File: config.mk
export PLATFORM = sky130hd
export DESIGN_NAME = multi_channel_sensor_interface
export DESIGN_NICKNAME = d
export VERILOG_FILES = /design/src/rtl/multi_channel_sensor_interface.sv
export SDC_FILE = /design/constraint.sdc
export NUM_CORES = 1
export LEC_CHECK = 0
export CORE_MARGIN = 2
export CORE_UTILIZATION = 30
export CTS_BUF_LIST = sky130_fd_sc_hd__clkbuf_8
export DETAILED_ROUTE_END_ITERATION = 12
export PLACE_DENSITY_LB_ADDON = 0.05
export SYNTH_ARGS = -nofsm -noshare
export SYNTH_HDL_FRONTEND = slang
export SYNTH_SLANG_ARGS = --single-unit
File: constraint.sdc
create_clock -name clk_division -period 2 [get_ports clk_division]
set_clock_uncertainty 0.05 [all_clocks]
set_input_delay 0.6 -clock clk_division [delete_from_list [all_inputs] [get_ports clk_division]]
set_output_delay 0.6 -clock clk_division [all_outputs]
set_load 0.05 [all_outputs]
File: src/rtl/multi_channel_sensor_interface.sv
// Time-slot sensor encoder: each channel emits one pulse per frame on a shared
// line. The slot position identifies the channel and the group index carries
// the latched value. Outputs are decoded from registered state only.
module multi_channel_sensor_interface #(
  parameter int unsigned DATA_W = 8,
  parameter int unsigned SLOT_W = 4,
  parameter int unsigned NUM_CH = 2
) (
  input  logic                     clk_division,
  input  logic                     rst,
  input  logic                     sample_en,
  input  logic                     continuous,
  input  logic [NUM_CH*DATA_W-1:0] sensor,
  input  logic [SLOT_W-1:0]        base_address,
  output logic                     slot,
  output logic                     busy,
  output logic                     frame_done
);

  typedef enum logic {StIdle, StSample} state_e;

  state_e                         state_q, state_d;
  logic [SLOT_W-1:0]              slot_counter_q, slot_counter_d;
  logic [DATA_W-1:0]              data_counter_q, data_counter_d;
  logic [NUM_CH-1:0][DATA_W-1:0]  data_q, data_d;
  logic [SLOT_W-1:0]              base_q, base_d;

  logic              last_cycle;
  logic [NUM_CH-1:0] match;

  assign last_cycle = (&slot_counter_q) && (&data_counter_q);

  // State and datapath registers; asynchronous reset clears everything.
  always_ff @(posedge clk_division or posedge rst) begin
    if (rst) begin
      state_q        <= StIdle;
      slot_counter_q <= '0;
      data_counter_q <= '0;
      data_q         <= '0;
      base_q         <= '0;
    end else begin
      state_q        <= state_d;
      slot_counter_q <= slot_counter_d;
      data_counter_q <= data_counter_d;
      data_q         <= data_d;
      base_q         <= base_d;
    end
  end

  // Next-state: latch on frame start, count through the frame, and either
  // re-latch (continuous) or return to idle at the last frame cycle.
  always_comb begin
    state_d        = state_q;
    slot_counter_d = slot_counter_q;
    data_counter_d = data_counter_q;
    data_d         = data_q;
    base_d         = base_q;
    unique case (state_q)
      StIdle: begin
        if (sample_en) begin
          state_d        = StSample;
          slot_counter_d = '0;
          data_counter_d = '0;
          data_d         = sensor;
          base_d         = base_address;
        end
      end
      StSample: begin
        slot_counter_d = slot_counter_q + 1'b1;
        if (&slot_counter_q) begin
          data_counter_d = data_counter_q + 1'b1;
        end
        if (last_cycle) begin
          slot_counter_d = '0;
          data_counter_d = '0;
          if (continuous) begin
            // Back-to-back frame: no idle gap, fresh sample taken here.
            data_d = sensor;
            base_d = base_address;
          end else begin
            state_d = StIdle;
          end
        end
      end
      default: state_d = StIdle;
    endcase
  end

  // Per-channel match; the slot add wraps at SLOT_W bits by comparison width.
  for (genvar g = 0; g < NUM_CH; g++) begin : gen_match
    logic [SLOT_W-1:0] ch_slot;
    assign ch_slot  = base_q + SLOT_W'(g);
    assign match[g] = (state_q == StSample) && (slot_counter_q == ch_slot) &&
                      (data_counter_q == data_q[g]);
  end

  assign slot       = |match;
  assign busy       = (state_q == StSample);
  assign frame_done = (state_q == StSample) && last_cycle;

endmodule

==> metrics.md <==
| Metric | Value |
|---|---|
| Sort of element at the end of the critical path | `output pin` |
| Initial Util | `0.3124` |
| Detail Placement HPWL | `~3400 um` |
| Placed cell count | `roughly 290` |
| Syn Area/Cell | `approximately 11 sq um` |
| Number of violations of the max-capacitance limit | `0` |
| DR vias | `about 1,400` |
| Number of library cell types mapped by synthesis | `29` |
| Largest net degree at the start of global routing | `34` |
| Proportion of register bits with asynchronous set or reset after synthesis | `1.000` |
| Initial antenna violation count | `0` |
| Insertion delay of the later-clocked pin in the worst-skew pair | `290 ps` |
| Total number of placement rows | `28` |
| Die X-Extent | `between 80 and 90 um` |
| Part of the Yosys area used for sequential elements | `0.4438` |
| Net total in the final layout | `249` |
| Failing checks | `negative setup slack` |
| Total Power Consumption | `approximately 2.6 mW` |
| Peak supply drop | `between 0.3 and 0.4 mV` |
| Hold_ws | `478.6 ps` |
| CTS tree | `yes` |
| Register bit count reported by yosys | `33` |
| Start-to-end type of the worst setup path | `flop to output pin` |
| Wire length of the first global-routing pass | `7817 um` |
| Cell type contributing the most total cell area after synthesis | `sky130_fd_sc_hd__dfrtp_1` |
| Final Worst Setup Slack | `-513.6 ps` |
| Final RePlAce weighted congestion | `a little over 0.8` |
| Share of layout cells above drive strength 1 | `0.3453` |
| Post-layout utilization of the core | `0.4408` |
| Violation count after the first detailed-route iteration | `77` |
| Synth warnings | `0` |
| Cell count after synthesis | `about 160` |
| Top area cells in the synthesized netlist | `sky130_fd_sc_hd__dfrtp_1 44%, sky130_fd_sc_hd__mux2_4 16%, sky130_fd_sc_hd__xnor2_1 6.1%` |
| Count of hold buffers inserted by post-cts repair | `0` |
| Routed wire per std cell | `15.78 um` |
| Share of the clock period used by the worst path | `1.257` |
| Final Non-Filler Cells | `between 200 and 300` |
| Arrival time of data at the critical path endpoint | `between 1500 and 2000 ps` |
| Clock transition at the register clock pins on the worst setup and hold paths after CTS | `60 ps` |
| Clock Sinks | `33` |
| Ratio of routed vias to standard cells | `4.765` |
| Number of optimization iterations in the first detailed-route pass | `4` |
| Clock root buffer | `sky130_fd_sc_hd__clkbuf_8` |
| Worst setup slack before clock tree synthesis | `-228.1 ps` |
| Tightest Hold Check Type | `flop to flop` |
| Largest driver fanout on the critical path | `2` |
| Floorplan core area | `slightly below 0.006 sq mm` |
| Die Outline Area | `about 0.007 sq mm` |
| Global route total overflow | `0` |
| Result of the run | `finished, violations left` |
| Total wirelength of the detailed-routed design | `approximately 4700 um` |
| Share of the synthesized area in the top cell type | `0.4438` |
| CTS Buffer Depth | `2` |
| Die span in y | `just over 80 um` |
| Slowest library cell on the worst path | `sky130_fd_sc_hd__dfrtp_1` |
| Maximum clock rate | `approximately 400 MHz` |
| Most frequent cells in the layout | `30 x sky130_fd_sc_hd__dfrtp_1, 30 x sky130_fd_sc_hd__buf_4, 23 x sky130_fd_sc_hd__clkdlybuf4s50_1, 20 x sky130_fd_sc_hd__mux2_4, 15 x sky130_fd_sc_hd__nand2_1` |
| Via count of the first global-routing pass | `approximately 1,500` |
| Headroom to the max-slew limit | `0.7049` |
| Critical path's top delay family | `simple AND/OR/NAND/NOR gates` |
| Post-place instance area | `0.002431 sq mm` |
| Count of buffer and inverter cells on the critical path | `1` |
| Setup repair after global routing missed its margin | `yes` |
| Final critical delay including setup and external delays | `2514 ps` |
| Post-Syn Nets | `~190` |
| Maximum single-stage delay on the critical path | `380 ps` |
| Syn Std Cell Area | `roughly 0.0019 sq mm` |
| EDFF count, synth | `0` |
| Transition time of the tightest slew-check pin | `442.6 ps` |
| Routed Antenna Nets | `0` |
| DRC violations left | `0` |
| Area growth, synth to finish | `41.09%` |
| Final non-filler cell area | `0.002625 sq mm` |
| Fill cells | `roughly 600` |
| Inserted Clock Buffers | `5` |
| CP cell instances | `ha_1 > xnor2_1 > nand4_1 > or3_4 > o22ai_4 > buf_12` |
| Total Routing Usage GR | `0.1593` |
| Power density relative to cell area | `982.0 mW/mm^2` |
| Boundary Pins | `27` |
| Number of hold violations in the final report | `0` |
| Count of H-tree levels built during CTS | `2` |
| Kind of launch point of the worst setup path | `flop` |
| Dominant register cell in the synthesized netlist | `sky130_fd_sc_hd__dfrtp_1` |
| Slew Viols, Final | `0` |
| Final setup TNS | `-1129 ps` |
| Final setup violation count | `21` |
| Port-buffer cells | `26` |
| Antenna diodes | `0` |
| Data required time of the worst path | `~1400 ps` |
| Leakage power figure | `roughly 1.2 nW` |
## final timing paths
path	start	endpoint	slack [ps]	cells after the start
hold / removal	data_q[1]$_DFFE_PP0P_	data_q[1]$_DFFE_PP0P_	480	1
setup / recovery	base_q[0]$_DFFE_PP0P_	slot	-510	6
max in group asynchronous	rst	data_counter_q[1]$_DFFE_PP0P_	890	3
min in group asynchronous	rst	slot_counter_q[1]$_DFFE_PP0P_	660	3
setup reg to reg	data_counter_q[1]$_DFFE_PP0P_	base_q[2]$_DFFE_PP0P_	-40	8
hold reg to reg	data_q[1]$_DFFE_PP0P_	data_q[1]$_DFFE_PP0P_	480	1
## Yosys cell counts (2+ instances only)
cell	n
sky130_fd_sc_hd__nor3_1	3
sky130_fd_sc_hd__nand2_1	16
sky130_fd_sc_hd__and4_1	2
sky130_fd_sc_hd__nor2_1	5
sky130_fd_sc_hd__nand3_1	9
sky130_fd_sc_hd__o21ai_0	13
sky130_fd_sc_hd__nor4_1	2
sky130_fd_sc_hd__xor2_1	12
sky130_fd_sc_hd__inv_1	2
sky130_fd_sc_hd__a21oi_1	4
sky130_fd_sc_hd__or3_1	2
sky130_fd_sc_hd__buf_6	4
sky130_fd_sc_hd__mux2_4	20
sky130_fd_sc_hd__nand4_1	6
sky130_fd_sc_hd__buf_2	4
sky130_fd_sc_hd__ha_1	3
sky130_fd_sc_hd__dfrtp_1	33
sky130_fd_sc_hd__xnor2_1	13
## kinds of logic (layout without fill, tap and decap cells)
| group | Yosys count | after routing | share of synthesized area |
|---|---|---|---|
| compound gates | 22 | 22 | 0.06927 |
| flops | 33 | 33 | 0.4438 |
| mux | 20 | 20 | 0.1614 |
| xor+xnor | 25 | 25 | 0.1177 |
| fa+ha+maj | 3 | 3 | 0.02018 |
| buf+inv | 12 | 71 | 0.04506 |
| simple gates | 49 | 49 | 0.1426 |
## power breakdown
group | internal (mW) | switching, mW
logic | 0.591 | 0.494
clock network | 0.271 | 0.242
registers | 0.819 | 0.160
total | 1.68 | 0.897
## timing repair
action / in CTS / in global routing
setup buffers: 3 / 0
gates cloned: 1 / 1
hold endpoints to repair: 0 / 0
pin swaps: 3 / 1
endpoints found under the setup margin: 4 / 22
resized for setup: 8 / 4
## final cells by class
class                      instances  area [sq um]  area share
clock buffer                       6         82.58     0.03146
clock inverter                     2         7.507    0.002860
inverter                           2         7.507    0.002860
multi-input combinational        119          1010      0.3847
sequential                        33         829.5      0.3160
tap                               75         93.84     0.03575
timing repair buffer              61         594.3      0.2264
## flip-flops by register name (all words and copies together) (netlist names)
signal / flops
data_q: 16
data_counter_q: 8
base_q: 4
slot_counter_q: 4
busy: 1
## metal layers
layer  global-route usage  share of wire  up-vias
met2               0.2484           0.45       30
met5                    0              0        -
met3              0.04022          0.037        6
met4              0.04918          0.015        0
li1                     -              -      694
met1               0.2171           0.50      690
Note: power is estimated with default switching activity, not from simulation.
